File: config.mk
export PLATFORM = sky130hd
export DESIGN_NAME = tdm_demux_1ton
export DESIGN_NICKNAME = d
export VERILOG_FILES = /design/src/rtl/tdm_demux_1ton_pkg.sv /design/src/rtl/tdm_demux_1ton_slot_counter.sv /design/src/rtl/tdm_demux_1ton.sv
export SDC_FILE = /design/constraint.sdc
export NUM_CORES = 1
export LEC_CHECK = 0
export BUFFER_PORTS_ARGS = -buffer_cell sky130_fd_sc_hd__buf_2
export CELL_PAD_IN_SITES_DETAIL_PLACEMENT = 1
export CELL_PAD_IN_SITES_GLOBAL_PLACEMENT = 1
export CORE_ASPECT_RATIO = 1.4
export CORE_MARGIN = 8
export CORE_UTILIZATION = 25
export CTS_CLUSTER_DIAMETER = 200
export CTS_CLUSTER_SIZE = 14
export DETAILED_ROUTE_END_ITERATION = 10
export PLACE_DENSITY_LB_ADDON = 0.1
export SYNTH_ARGS = -nofsm -noshare
export SYNTH_HDL_FRONTEND = slang
export SYNTH_HIERARCHICAL = 1
export SYNTH_SLANG_ARGS = --single-unit
File: constraint.sdc
create_clock -name clk -period 2.6 [get_ports clk]
set_clock_uncertainty 0.05 [all_clocks]
set_input_delay 0.39 -clock clk [delete_from_list [all_inputs] [get_ports clk]]
set_output_delay 0.39 -clock clk [all_outputs]
set_load 0.03 [all_outputs]
File: src/rtl/tdm_demux_1ton_pkg.sv
// ============================================================================
// tdm_demux_1ton_pkg : shared TDM link definitions (state codes, error width)
// Revision: 1.0
// ============================================================================
`default_nettype none

package tdm_demux_1ton_pkg;

  typedef enum logic {
    ST_HUNT   = 1'b0,
    ST_LOCKED = 1'b1
  } tdm_state_e;

  localparam int ERR_CNT_W = 8;

  // Slot index width; a 2-lane link still needs one bit.
  function automatic int slot_width(input int n);
    return (n > 1) ? $clog2(n) : 1;
  endfunction

endpackage

`default_nettype wire

File: src/rtl/tdm_demux_1ton_slot_counter.sv
// ============================================================================
// tdm_slot_counter : frame slot counter with explicit wrap at CHANNELS-1
// Revision: 1.0
// ============================================================================
`default_nettype none

module tdm_slot_counter
  import tdm_demux_1ton_pkg::*;
#(
  parameter  int CHANNELS = 4,
  localparam int SLOT_W   = slot_width(CHANNELS)
) (
  input  logic              clk,
  input  logic              rst_n,
  input  logic              clr,
  input  logic              load1,
  input  logic              inc,
  output logic [SLOT_W-1:0] slot
);

  localparam logic [SLOT_W-1:0] C_LAST = SLOT_W'(CHANNELS - 1);
  localparam logic [SLOT_W-1:0] C_ONE  = SLOT_W'(1);

  logic [SLOT_W-1:0] r_slot;

  // Wrap is explicit so non-power-of-2 lane counts never reach slot >= CHANNELS.
  always_ff @(posedge clk) begin
    if (!rst_n || clr) begin
      r_slot <= '0;
    end else if (load1) begin
      r_slot <= C_ONE;
    end else if (inc) begin
      r_slot <= (r_slot == C_LAST) ? '0 : r_slot + C_ONE;
    end
  end

  assign slot = r_slot;

endmodule

`default_nettype wire

File: src/rtl/tdm_demux_1ton.sv
// ============================================================================
// tdm_demux_1ton : 1-to-N TDM sample demultiplexer with frame-alignment tracking
// Revision: 1.0
// ============================================================================
`default_nettype none

module tdm_demux_1ton
  import tdm_demux_1ton_pkg::*;
#(
  parameter int WIDTH    = 8,
  parameter int CHANNELS = 4
) (
  input  logic                      clk,
  input  logic                      rst_n,
  input  logic                      in_valid,
  input  logic [WIDTH-1:0]          in_data,
  input  logic                      in_sof,
  output logic [CHANNELS*WIDTH-1:0] out_data,
  output logic [CHANNELS-1:0]       out_valid,
  output logic                      frame_done,
  output logic                      locked,
  output logic                      sync_err,
  output logic [ERR_CNT_W-1:0]      err_count
);

  localparam int SLOT_W = slot_width(CHANNELS);
  localparam logic [SLOT_W-1:0] C_LAST = SLOT_W'(CHANNELS - 1);

  tdm_state_e                r_state;
  logic [CHANNELS*WIDTH-1:0] r_out_data;
  logic [CHANNELS-1:0]       r_out_valid;
  logic                      r_frame_done;
  logic                      r_sync_err;
  logic [ERR_CNT_W-1:0]      r_err_count;

  logic [SLOT_W-1:0] w_slot;
  logic              w_wr_en;
  logic [SLOT_W-1:0] w_wr_ch;
  logic              w_err;
  logic              w_clr;
  logic              w_load1;
  logic              w_inc;

  tdm_slot_counter #(
    .CHANNELS (CHANNELS)
  ) u_slot_counter (
    .clk   (clk),
    .rst_n (rst_n),
    .clr   (w_clr),
    .load1 (w_load1),
    .inc   (w_inc),
    .slot  (w_slot)
  );

  // Per-sample decision: which lane to write, whether alignment broke, and how the slot moves.
  always_comb begin
    w_wr_en = 1'b0;
    w_wr_ch = w_slot;
    w_err   = 1'b0;
    w_clr   = 1'b0;
    w_load1 = 1'b0;
    w_inc   = 1'b0;
    if (in_valid) begin
      if (r_state == ST_HUNT) begin
        if (in_sof) begin
          w_wr_en = 1'b1;
          w_wr_ch = '0;
          w_load1 = 1'b1;
        end
      end else if (in_sof) begin
        w_wr_en = 1'b1;
        w_wr_ch = '0;
        w_load1 = 1'b1;
        w_err   = (w_slot != '0);
      end else if (w_slot != '0) begin
        w_wr_en = 1'b1;
        w_inc   = 1'b1;
      end else begin
        w_err   = 1'b1;
        w_clr   = 1'b1;
      end
    end
  end

  always_ff @(posedge clk) begin
    if (!rst_n) begin
      r_state      <= ST_HUNT;
      r_out_data   <= '0;
      r_out_valid  <= '0;
      r_frame_done <= 1'b0;
      r_sync_err   <= 1'b0;
      r_err_count  <= '0;
    end else begin
      for (int k = 0; k < CHANNELS; k++) begin
        r_out_valid[k] <= w_wr_en && (w_wr_ch == SLOT_W'(k));
        if (w_wr_en && (w_wr_ch == SLOT_W'(k))) begin
          r_out_data[k*WIDTH +: WIDTH] <= in_data;
        end
      end
      r_frame_done <= w_wr_en && (w_wr_ch == C_LAST);
      r_sync_err   <= w_err;
      if (w_err && (r_err_count != '1)) begin
        r_err_count <= r_err_count + ERR_CNT_W'(1);
      end
      // Any SOF (re)locks; an error without SOF is a missing SOF and drops to hunt.
      if (in_valid && in_sof) begin
        r_state <= ST_LOCKED;
      end else if (w_err) begin
        r_state <= ST_HUNT;
      end
    end
  end

  assign out_data   = r_out_data;
  assign out_valid  = r_out_valid;
  assign frame_done = r_frame_done;
  assign locked     = (r_state == ST_LOCKED);
  assign sync_err   = r_sync_err;
  assign err_count  = r_err_count;

endmodule

`default_nettype wire

==> summary.txt <==
STA
  • Hold Fails Final Rpt: 0
  • FMAX: 0.477 GHz
  • Max-slew violations: 0
  • Final min period: 2100 ps
  • Worst setup margin: 502 ps
  • RSZ-0062 raised after global routing: no
  • TNS Setup: 0 ps
  • Final Setup Violations: 0
  • Slew headroom: 62.8%
  • Worst hold slack: 326 ps
  • Least-Margin Pin Slew: 555 ps
  • Tcrit/Tclk final: 80.7%

Route
  • Vias: 1709
  • Via-per-instance ratio: 4.57
  • Routed wire length: 5880 microns
  • TritonRoute pass-1 iters: 4
  • # DRC: 0
  • 1st-iter DRT viols: 55
  • Routed Antenna Nets: 0
  • Post-detailed-route wirelength per cell: 15.7 microns

Floorplanning
  • Core Box Area: 8000 sq um
  • Initial Util: 25.3%
  • Die Y: 123 microns
  • Io pins: 59
  • Die W: 92.1 microns
  • Num rows: 39
  • Die Area: 11300 sq um

Setup path
  • R2R setup slack: 500 ps
  • Worst Setup End Kind: flip-flop
  • WP data required: 2710 ps
  • Critical path's top delay family: simple AND/OR/NAND/NOR gates
  • CP Max Fanout: 10
  • Critical path arrival: 2210 ps
  • Reg2Reg Depth: 5
  • Max incr delay on CP: 530 ps
  • R2R Path End: out_data[12]
  • Slowest-stage cell, CP: and4bb_1
  • Buf/Inv on CP: 0
  • CP cell instances: nor2_1 > ha_1 > and4bb_1 > nand3b_2 > mux2i_1
  • Critical R2R Launch: u_slot_counter/slot[0]
  • WS Path Type: flip-flop to flip-flop
  • Crit path launch type: flip-flop

Final layout
  • Most common cell after layout, fill and taps aside: buf_2
  • Fin nets: 287
  • Share of cells above drive strength 1: 26.1%
  • Non-Filler Instances: 374
  • Area delta synth->final: 25.9%
  • Most frequent cells in the layout: buf_2 (58), dfxtp_1 (48), nand2_1 (41)
  • Final Instance Area: 2550 sq um
  • Antenna diode count: 0
  • # fillers: 959

Yosys
  • Seq/Total Area, Yosys: 47.4%
  • Syn Inst Count: 218
  • Asr flop ratio synth: 0%
  • Mapped Area: 2030 sq um
  • Synth Flop Type: dfxtp_1
  • Post-synth cell types: 37
  • FF+latch count, synth: 48
  • Yosys top cell by area: dfxtp_1
  • Ranking of synthesized cells by area: dfxtp_1 (47%), mux2i_1 (14%), nand2_1 (7.6%)
  • Ys Warns: 6
  • Syn Nets: 234
  • Post-synth EDFFs: 0
  • Synth top area share: 47.4%
  • Average size of a mapped cell: 9.30 sq um

Clocking
  • Root Buffer: clkbuf_16
  • Total number of H-tree levels: 2
  • CTS Buf Count: 5
  • CTS tree: yes
  • Post-cts resize count: 0
  • Postcts setup bufs: 0
  • Clock Pin Slew Worst Setup and Hold Paths: 70 ps
  • CTS Hold Bufs: 0
  • Clk Latency, worst-skew pair: 280 ps
  • # clock sinks: 48
  • Clock Path Buffers: 2

Global routing
  • GR Util All Layers: 10.8%
  • Total grt overflow: 0
  • Number of global-route vias before repair: 1833
  • First-pass GRT wire length: 9630 microns
  • Largest net degree at the start of global routing: 43
  • Antenna violations before repair: 0

Power
  • Maximum vdd drop: 0.247 mV
  • Pwr/cell area: 642 nW/um^2
  • Static Leak: 1.25 nW

Place
  • PortBufs: 58
  • Pre-CTS setup slack: 474 ps
  • Placed cells: 366
  • Placer Congestion: 0.729
  • Placed cell areas: 2380 sq um
  • Dpl hpwl: 4370 microns

Hold path
  • Min-delay worst type: input pin to flip-flop
  • Worst hold start: in_data[1]
  • Worst Hold Path EP: out_data[17]
  • Hold Crit Depth: 3

Job
  • Max Cap Violations: 0

Outcome
  • Status: finished clean
## worst max-delay path by stage
stage | from | to | slack [ps] | cells past startpoint
2_1_floorplan | u_slot_counter/slot[0] | err_count[5] | 920 | 5
5_1_grt | u_slot_counter/slot[0] | out_data[12] | 350 | 5
6_report | u_slot_counter/slot[0] | out_data[12] | 500 | 5
3_5_place_dp | u_slot_counter/slot[0] | out_data[12] | 470 | 5
3_3_place_gp | in_sof | out_data[10] | 540 | 6
4_1_cts | u_slot_counter/slot[0] | out_data[12] | 440 | 5
## tightest hold or removal path, cell delays in order
cell and delay, ps:
buf_2 110, nand3_1 60, a21oi_1 50
## layer usage
layer	up-vias	routed length [microns]	track usage (%)
met3	6	226	2.82
met2	34	3100	19.6
met1	814	2470	11.7
met4	0	87	4.25
li1	855	-	-
met5	-	0	0
## cells by family after synthesis
kind of cell | share of synthesized area (%)
AOI/OAI and AO/OA | 8.02
adders and majority gates | 2.47
DFF | 47.4
buffers and inverters | 5.68
and+or+nand+nor | 22.1
muxes | 14.3
## synth_stat cells (2+ instances only)
library cell,instances
mux2i_1,29
inv_1,5
nand4b_1,2
nand4_1,2
and3_1,4
nor3_1,4
buf_6,3
buf_2,2
a21oi_1,12
nand3_1,8
nor3b_1,3
nor2_1,6
dfxtp_1,48
ha_1,4
a31oi_1,2
nand2_1,41
nor2b_1,3
nand2b_1,5
o21ai_0,9
clkbuf_1,7
buf_4,3
## flip-flops by register name, summed over array words and instances, names as in the netlist
signal / cells
u_slot_counter/slot: 2
err_count: 8
out_data: 32
out_valid: 4
locked: 1
sync_err: 1
## per-stage QoR
| stage | power (mW) | utilization (%) |
|---|---|---|
| after global routing | 1.71 | 31.9 |
| after detailed placement | 0.897 | 29.7 |
| after CTS | 1.67 | 31.9 |
| final | 1.64 | 31.9 |
| after floorplan | 0.852 | - |
| after global placement | 0.897 | 29.7 |
## area by class of cell
type                            instances  area, sq um  share of cell area (%)
Multi-Input combinational cell        149          952                    37.3
Clock inverter                          2         38.8                    1.52
Sequential cell                        48          961                    37.6
Inverter                                6         22.5                   0.882
Clock buffer                            6          139                    5.44
Timing Repair Buffer                   61          313                    12.2
Tap cell                              102          128                    5.00
## where the power goes
part | switching [mW] | internal [mW]
Sequential | 0.00758 | 0.747
Clock | 0.283 | 0.482
Combinational | 0.0813 | 0.0394
Total | 0.372 | 1.27
Power figures use the tool's default switching activity.
